===== config.mk =====
export PLATFORM = sky130hd
export DESIGN_NAME = amm_pkt_driver
export DESIGN_NICKNAME = d
export VERILOG_FILES = /design/src/rtl/amm_pkt_driver.sv
export SDC_FILE = /design/constraint.sdc
export NUM_CORES = 1
export LEC_CHECK = 0
export ABC_CLOCK_PERIOD_IN_PS = 5500
export CAP_MARGIN = 20
export CELL_PAD_IN_SITES_DETAIL_PLACEMENT = 1
export CELL_PAD_IN_SITES_GLOBAL_PLACEMENT = 1
export CORE_MARGIN = 1.5
export CORE_UTILIZATION = 39
export CTS_CLUSTER_DIAMETER = 150
export CTS_CLUSTER_SIZE = 12
export DETAILED_ROUTE_END_ITERATION = 6
export PLACE_DENSITY_LB_ADDON = 0.3
export SLEW_MARGIN = 20
export SYNTH_ARGS = -nofsm -noshare
export SYNTH_HDL_FRONTEND = slang
export SYNTH_SLANG_ARGS = --single-unit

===== constraint.sdc =====
create_clock -name clk_i -period 5.5 [get_ports clk_i]
set_input_delay 1.1 -clock clk_i [delete_from_list [all_inputs] [get_ports clk_i]]
set_output_delay 1.1 -clock clk_i [all_outputs]
set_load 0.01 [all_outputs]

===== src/rtl/amm_pkt_driver.sv =====
// rtl/amm_pkt_driver.sv - Avalon-MM burst driver for word-level test packets.
// Optional macro AMM_PKT_DRIVER_STAT_EN enables the write-beat / read-command counters.
module amm_pkt_driver #(
    parameter int AMM_DATA_W    = 128,
    parameter int AMM_ADDR_W    = 12,
    parameter int AMM_BURST_W   = 11,
    parameter int BYTE_PER_WORD = AMM_DATA_W / 8
) (
    input  logic                     clk_i,
    input  logic                     rst_n_i,
    input  logic                     pkt_valid_i,
    output logic                     pkt_ready_o,
    input  logic                     pkt_write_i,
    input  logic [AMM_ADDR_W-1:0]    pkt_word_addr_i,
    input  logic [AMM_BURST_W-1:0]   pkt_burst_cnt_i,
    input  logic [BYTE_PER_WORD-1:0] pkt_start_mask_i,
    input  logic [BYTE_PER_WORD-1:0] pkt_end_mask_i,
    input  logic [7:0]               pkt_data_ptrn_i,
    input  logic                     pkt_data_ptrn_type_i,
    output logic [AMM_ADDR_W-1:0]    amm_address_o,
    output logic [AMM_BURST_W-1:0]   amm_burstcount_o,
    output logic                     amm_write_o,
    output logic                     amm_read_o,
    output logic [AMM_DATA_W-1:0]    amm_writedata_o,
    output logic [BYTE_PER_WORD-1:0] amm_byteenable_o,
    input  logic                     amm_waitrequest_i,
    output logic                     busy_o,
    output logic [31:0]              wr_beat_cnt_o,
    output logic [31:0]              rd_cmd_cnt_o
);

    localparam int LANES = AMM_DATA_W / 32;
    localparam logic [AMM_BURST_W-1:0] BURST_ONE = AMM_BURST_W'(1);

    typedef enum logic [1:0] {IDLE, WRITE, READ} state_t;

    state_t                   state_q, state_d;
    logic                     ready_q, ready_d;
    logic [AMM_ADDR_W-1:0]    addr_q, addr_d;
    logic [AMM_BURST_W-1:0]   burst_q, burst_d;
    logic [AMM_BURST_W-1:0]   beat_q, beat_d;
    logic [BYTE_PER_WORD-1:0] emask_q, emask_d;
    logic [BYTE_PER_WORD-1:0] be_q, be_d;
    logic [AMM_DATA_W-1:0]    wdata_q, wdata_d;
    logic                     rnd_q, rnd_d;
    logic                     write_q, write_d;
    logic                     read_q, read_d;
    logic                     wr_acc, rd_acc;

    // Galois step for x^32+x^22+x^2+x+1, right-shifting form.
    function automatic logic [31:0] lfsr_step(input logic [31:0] s);
        return (s >> 1) ^ (s[0] ? 32'h8020_0003 : 32'h0);
    endfunction

    assign wr_acc = write_q & ~amm_waitrequest_i;
    assign rd_acc = read_q & ~amm_waitrequest_i;

    always_comb begin
        logic [31:0] seed;
        state_d = state_q;
        ready_d = ready_q;
        addr_d  = addr_q;
        burst_d = burst_q;
        beat_d  = beat_q;
        emask_d = emask_q;
        be_d    = be_q;
        wdata_d = wdata_q;
        rnd_d   = rnd_q;
        write_d = write_q;
        read_d  = read_q;
        seed    = 32'h0;
        case (state_q)
            IDLE: begin
                ready_d = 1'b1;
                // Zero-length packets are accepted and silently dropped.
                if (pkt_valid_i && ready_q && (pkt_burst_cnt_i != '0)) begin
                    ready_d = 1'b0;
                    addr_d  = pkt_word_addr_i;
                    burst_d = pkt_burst_cnt_i;
                    beat_d  = '0;
                    emask_d = pkt_end_mask_i;
                    rnd_d   = pkt_data_ptrn_type_i;
                    if (pkt_write_i) begin
                        state_d = WRITE;
                        write_d = 1'b1;
                        be_d    = (pkt_burst_cnt_i == BURST_ONE) ?
                                  (pkt_start_mask_i & pkt_end_mask_i) : pkt_start_mask_i;
                        if (pkt_data_ptrn_type_i) begin
                            for (int i = 0; i < LANES; i++) begin
                                seed = {4{pkt_data_ptrn_i}} ^ 32'(i);
                                wdata_d[i*32 +: 32] = (seed == 32'h0) ? 32'h1 : seed;
                            end
                        end else begin
                            wdata_d = {BYTE_PER_WORD{pkt_data_ptrn_i}};
                        end
                    end else begin
                        state_d = READ;
                        read_d  = 1'b1;
                        be_d    = '0;
                        wdata_d = '0;
                    end
                end
            end
            WRITE: begin
                if (wr_acc) begin
                    if (beat_q == burst_q - BURST_ONE) begin
                        state_d = IDLE;
                        write_d = 1'b0;
                        ready_d = 1'b1;
                    end else begin
                        beat_d = beat_q + BURST_ONE;
                        be_d   = (beat_q + BURST_ONE == burst_q - BURST_ONE) ? emask_q : '1;
                        // LFSR state lives in the writedata register itself.
                        if (rnd_q) begin
                            for (int i = 0; i < LANES; i++) begin
                                wdata_d[i*32 +: 32] = lfsr_step(wdata_q[i*32 +: 32]);
                            end
                        end
                    end
                end
            end
            READ: begin
                if (rd_acc) begin
                    state_d = IDLE;
                    read_d  = 1'b0;
                    ready_d = 1'b1;
                end
            end
            default: begin
                state_d = IDLE;
                write_d = 1'b0;
                read_d  = 1'b0;
            end
        endcase
    end

    always_ff @(posedge clk_i or negedge rst_n_i) begin
        if (!rst_n_i) begin
            state_q <= IDLE;
            ready_q <= 1'b0;
            addr_q  <= '0;
            burst_q <= '0;
            beat_q  <= '0;
            emask_q <= '0;
            be_q    <= '0;
            wdata_q <= '0;
            rnd_q   <= 1'b0;
            write_q <= 1'b0;
            read_q  <= 1'b0;
        end else begin
            state_q <= state_d;
            ready_q <= ready_d;
            addr_q  <= addr_d;
            burst_q <= burst_d;
            beat_q  <= beat_d;
            emask_q <= emask_d;
            be_q    <= be_d;
            wdata_q <= wdata_d;
            rnd_q   <= rnd_d;
            write_q <= write_d;
            read_q  <= read_d;
        end
    end

`ifdef AMM_PKT_DRIVER_STAT_EN
    logic [31:0] wr_cnt_q, rd_cnt_q;

    always_ff @(posedge clk_i or negedge rst_n_i) begin
        if (!rst_n_i) begin
            wr_cnt_q <= '0;
            rd_cnt_q <= '0;
        end else begin
            if (wr_acc) wr_cnt_q <= wr_cnt_q + 32'd1;
            if (rd_acc) rd_cnt_q <= rd_cnt_q + 32'd1;
        end
    end

    assign wr_beat_cnt_o = wr_cnt_q;
    assign rd_cmd_cnt_o  = rd_cnt_q;
`else
    assign wr_beat_cnt_o = 32'h0;
    assign rd_cmd_cnt_o  = 32'h0;
`endif

    assign pkt_ready_o      = ready_q;
    assign busy_o           = (state_q != IDLE);
    assign amm_address_o    = addr_q;
    assign amm_burstcount_o = burst_q;
    assign amm_write_o      = write_q;
    assign amm_read_o       = read_q;
    assign amm_writedata_o  = wdata_q;
    assign amm_byteenable_o = be_q;

endmodule


-- Word level (Yosys, flattened, before mapping)
Index checks and enable logic that the tools add are counted.
- $add $sub $neg: 2
- $mul: 0
- div/mod/pow operators: 0
- magnitude comparators: 0
- equal/unequal tests: 13
- shift-type cells: 0
- muxes and demuxes: 46
- bitwise logic cells: 13
- reduce and logical (&&, ||, !) cells: 18
- operators by type and width (kind ; number):
    two-way mux 128 bit ; 6
    two-way mux 32 bit ; 8
    one-hot mux 128 bit (2 select lines) ; 1
    zero test 32 bit ; 4
    XOR 31 x 32 -> 32 bit ; 4
    two-way mux 16 bit ; 6
    two-way mux 11 bit ; 3
    one-hot mux 16 bit (2 select lines) ; 1
    == test 11 bit ; 2
    one-hot mux 11 bit (2 select lines) ; 1
    bitwise AND 16 bit ; 1
    != test 2 bit (second input constant) ; 8
    AND reduction 4 bit ; 4
    adder 11 x 1 -> 11 bit (second input constant) ; 1
    == test 11 x 1 -> 1 bit (second input constant) ; 1
    two-way mux 1 bit ; 11
    nonzero test 11 bit ; 1
    subtractor 11 x 1 -> 11 bit (second input constant) ; 1
    two-way mux 2 bit ; 5
    AND reduction 5 bit ; 2
    one-hot mux 1 bit (3 select lines) ; 3
    one-hot mux 2 bit (3 select lines) ; 1
    NOT 1 bit ; 5
    nonzero test 2 bit ; 2
    other kinds (8) ; 10
- register bits: 200
- bits in latches: 0
- bits in writable memories: 0
- memory bits (read-only): 0
- logic and storage cells: 103
- memories kept: 0

-- Longest topological paths before layout
- word-level depth: 7
- mapped depth: 13
- gate-level depth less buffers: 9

-- Least setup slack after synthesis
OpenSTA, ideal clock, no wires.
- kind: in2reg
- start point: input port pkt_burst_cnt_i[4]
- end point: register wdata_q[17], in the netlist amm_writedata_o[17]
- library setup time: 79 ps
- arrival: 3143 ps
- data required time: 5421 ps
- slack: 2278 ps
- cell stages on the path: 7
- path through: nor4_1 a41oi_1 a21oi_1 clkbuf_1 a221oi_1 buf_2 a2bb2oi_1
- longest elaborated chain between the ends: 4
- RTL lines (element ; line ; text):
    start: declaration ; 15 ; input logic [AMM_BURST_W-1:0] pkt_burst_cnt_i,
    nonzero test 11 bit ; 76 ; if (pkt_valid_i && ready_q && (pkt_burst_cnt_i != '0)) begin
    logical AND 1 bit ; 76 ;
    != test 2 bit (no line) ; -- ;
    AND reduction 5 bit (no line) ; -- ;
    end signal: assignment ; 158 ; wdata_q <= wdata_d;
    end: declaration ; 44 ; logic [AMM_DATA_W-1:0] wdata_q, wdata_d;
No other way between the ends.
A chain may end at the register's enable or synchronous reset.

-- Worst setup path in the final report
- start point: register burst_q[0], in the netlist amm_burstcount_o[0]
- end point: register wdata_q[48], in the netlist amm_writedata_o[48]
- longest elaborated chain between the ends: 4
- RTL lines (element ; line ; text):
    start: declaration ; 40 ; logic [AMM_BURST_W-1:0] burst_q, burst_d;
    start signal: assignment ; 154 ; burst_q <= burst_d;
    subtractor 11 x 1 -> 11 bit ; 106 ; if (beat_q == burst_q - BURST_ONE) begin
    == test 11 bit ; 106 ;
    != test 2 bit (no line) ; -- ;
    AND reduction 5 bit (no line) ; -- ;
No other way between the ends.

==> results.sh <==
export IMPL_ys_warn_count=0
export IMPL_tightest_slew_ns=0.979
export IMPL_p_leak_nw=5.35
export IMPL_p_seq_share_pct=33.7
export IMPL_wl_met3_um=1910
export IMPL_path_common_cell="buf_4"
export IMPL_setup_viol_count_final=0
export IMPL_syn_to_final_growth_pct=31.7
export IMPL_netlist_area_um2=9950
export IMPL_slew_viol_final=0
export IMPL_wl_met1_um=13800
export IMPL_wl_um=31000
export IMPL_rows=58
export IMPL_cp_num_buf_inv=3
export IMPL_clockPowerShare_pct=14.6
export IMPL_hold_ws_ns=0.510
export IMPL_core_area_um2=25100
export IMPL_drc=0
export IMPL_clkSlewWorstSetupHoldPaths_ns=0.08
export IMPL_dp_cells=1457
export IMPL_pin_count=304
export IMPL_clock_sinks=200
export IMPL_grt_ovfl_total=0
export IMPL_hold_buffers=0
export IMPL_cpMaxStageDelayCell="buf_4"
export IMPL_cp_start_kind="flop"
export IMPL_synth_mux_area_share_pct=5.00
export IMPL_layout_commonest_cell="clkdlybuf4s50_1"
export IMPL_outcome="complete, no violations"
export IMPL_cts_setup_buffers=0
export IMPL_whs_path_depth=1
export IMPL_p_int_mw=5.32
export IMPL_wl_per_cell_um=20.8
export IMPL_ant_nets=0
export IMPL_finalHoldViolCount=0
export IMPL_grt_pass1_vias=8372
export IMPL_nNetsFinal=1223
export IMPL_post_cts_resized=0
export IMPL_arrival_ns=4.30
export IMPL_ys_types=69
export IMPL_firstDrtPassIters=5
export IMPL_ys_seq_area_share_pct=50.3
export IMPL_syn_area_per_cell_um2=10.6
export IMPL_fin_crit_sh_pct=71.8
export IMPL_required_ns=5.85
export IMPL_dr_first_iter_drc_count=552
export IMPL_dpl_hpwl_um=21400
export IMPL_timing_final_ws_setup_ns=1.55
export IMPL_p_comb_share_pct=51.7
export IMPL_synth_seq_cells=200
export IMPL_synthAdderAreaFrac_pct=0.880
export IMPL_die_x_um=163
export IMPL_stdcell_count=1492
export IMPL_yosys_area_share_simple_pct=12.2
export IMPL_drive_above_1_share_pct=10.1
export IMPL_finalPower_mw=8.82
export IMPL_grt_total_usage_pct=23.8
export IMPL_top_layer="met4"
export IMPL_post_dp_cell_area_um2=12500
export IMPL_ys_flop_type="dfrtp_1"
export IMPL_worst_clock_skew_ns=0.0143
export IMPL_cp_top_family="compound AO/OA/AOI/OAI gates"
export IMPL_multi_input_area_um2=4440
export IMPL_stdcell_area_um2=13100
export IMPL_viasPerCell=5.46
export IMPL_cts_buffers=17
export IMPL_cts_htree_levels=4
export IMPL_synth_top_area_share_pct=50.3
export IMPL_path_depth=11
export IMPL_sw_frac_of_total_pct=39.7
export IMPL_max_freq_mhz=253
export IMPL_cts_tree="done"
export IMPL_min_path_type="reg -> reg"
export IMPL_clk_latency_ns=0.45
export IMPL_maxCapViolations=0
export IMPL_synth_edf_count=0
export IMPL_cpPeakStageDelay_ns=0.79
export IMPL_grt_antenna_before_repair=0
export IMPL_synth_xor_area_share_pct=3.46
export IMPL_relSlewSlack_pct=34.1
export IMPL_port_buffers=239
export IMPL_die_h_um=163
export IMPL_fin_setup_tns_ns=0
export IMPL_cts_path_max_buffers=2
export IMPL_die_area_um2=26500
export IMPL_yosysTopAreaCell="dfrtp_1"
export IMPL_async_reset_ff_share_pct=100
export IMPL_mostFrequentLayoutCells="clkdlybuf4s50_1, dfrtp_1, nand2_1, a2bb2oi_1, conb_1"
export IMPL_place_ws_ns=1.01
export IMPL_synth_area_top_cells="dfrtp_1, a2bb2oi_1, nand2_1"
export IMPL_post_route_util_pct=52.2
export IMPL_seqCellArea_um2=5000
export IMPL_syn_inst=935
export IMPL_vias=8152
export IMPL_grt_pass1_wl_um=49000
export IMPL_worstPathMaxFanout=82
export IMPL_crit_type="reg -> reg"
export IMPL_synth_top_family_by_area="compound AO/OA/AOI/OAI gates"
export IMPL_critPathCaptureType="flop"
export IMPL_root_buffer="clkbuf_16"
export IMPL_synth_compound_area_share_pct=19.7
export IMPL_worst_ir_drop_vdd_mv=0.304
export IMPL_rr_worst_depth=11
export IMPL_p_per_area_nw_per_um2=673
export IMPL_dr_wl_met2_um=15000
export IMPL_initial_core_util_pct=39.6
export IMPL_cp_cell_sequence="inv_1 -> ha_1 -> buf_4 -> nor3b_1 -> a21boi_0 -> o211ai_1 -> a22o_1 -> o21ai_4 -> a21oi_4 -> buf_4 -> a2bb2oi_1"
export IMPL_gp_congestion=0.819
export IMPL_grt_max_degree=114
export IMPL_rsz0062_at_grt="no"
export IMPL_n_fill_cell=2761
export IMPL_power_switching_mw=3.50
export IMPL_fin_crit_ns=3.95
layer usage:
metal  up-vias  track usage [%]
li1       3684                -
met1      4190             31.6
met2       254             39.2
met3        24             5.98
met4         0             5.21
met5         -                0
final timing paths:
path	end	from	slack, ns
max reg2reg	amm_writedata_o[48]	amm_burstcount_o[0]	1.55
max	amm_writedata_o[48]	amm_burstcount_o[0]	1.55
min reg2reg	amm_byteenable_o[8]	amm_byteenable_o[8]	0.51
min in group asynchronous	amm_writedata_o[51]	rst_n_i	0.77
max in group asynchronous	amm_writedata_o[55]	rst_n_i	3.68
min	amm_byteenable_o[8]	amm_byteenable_o[8]	0.51
Yosys cell counts, types with 9 or more instances:
library cell,number
mux2_2,38
clkbuf_1,43
o22a_1,16
buf_4,64
nor3_1,9
xor2_1,10
nand3_1,12
buf_2,17
inv_1,19
xnor2_1,19
nor2_1,16
o211ai_1,25
a21oi_1,9
o21ai_0,27
a2bb2oi_1,122
nand2_1,159
dfrtp_1,200
cell type report:
class	count	share of cell area, %
multi-input cells	649	33.8
clock inverters	14	1.33
flip-flops and latches	200	38.2
repair buffers	259	19.6
diodes	2	0.0382
inverters	20	0.572
clock buffers	18	3.35
well taps	330	3.15
state kept, by name, summed over array words and instances (netlist names):
| signal | flops |
|---|---|
| rnd_q | 1 |
| state_q | 2 |
| amm_read_o | 1 |
| amm_write_o | 1 |
| emask_q | 16 |
| amm_writedata_o | 128 |
| amm_address_o | 12 |
| beat_q | 11 |
| amm_burstcount_o | 11 |
| amm_byteenable_o | 16 |
| pkt_ready_o | 1 |
logic make-up (layout without fill, tap and decap cells):
family,count (synthesis),count (layout)
AOI/OAI and AO/OA,243,243
other,1,66
DFF,200,200
and+or+nand+nor,258,258
muxes,44,44
adders and majority gates,7,7
xor gates and xnor gates,33,33
buffers and inverters,149,311
power groups by stage:
stage	clock [mW]	sequential (mW)	combinational, mW
global placement	0	2.96	4.43
floorplan	0	3.03	2.30
CTS	1.31	2.98	4.58
global route	1.36	3.07	4.92
finish	1.29	2.97	4.56
detailed placement	0	2.98	4.57
No activity file was read; power rests on OpenSTA's default activity.
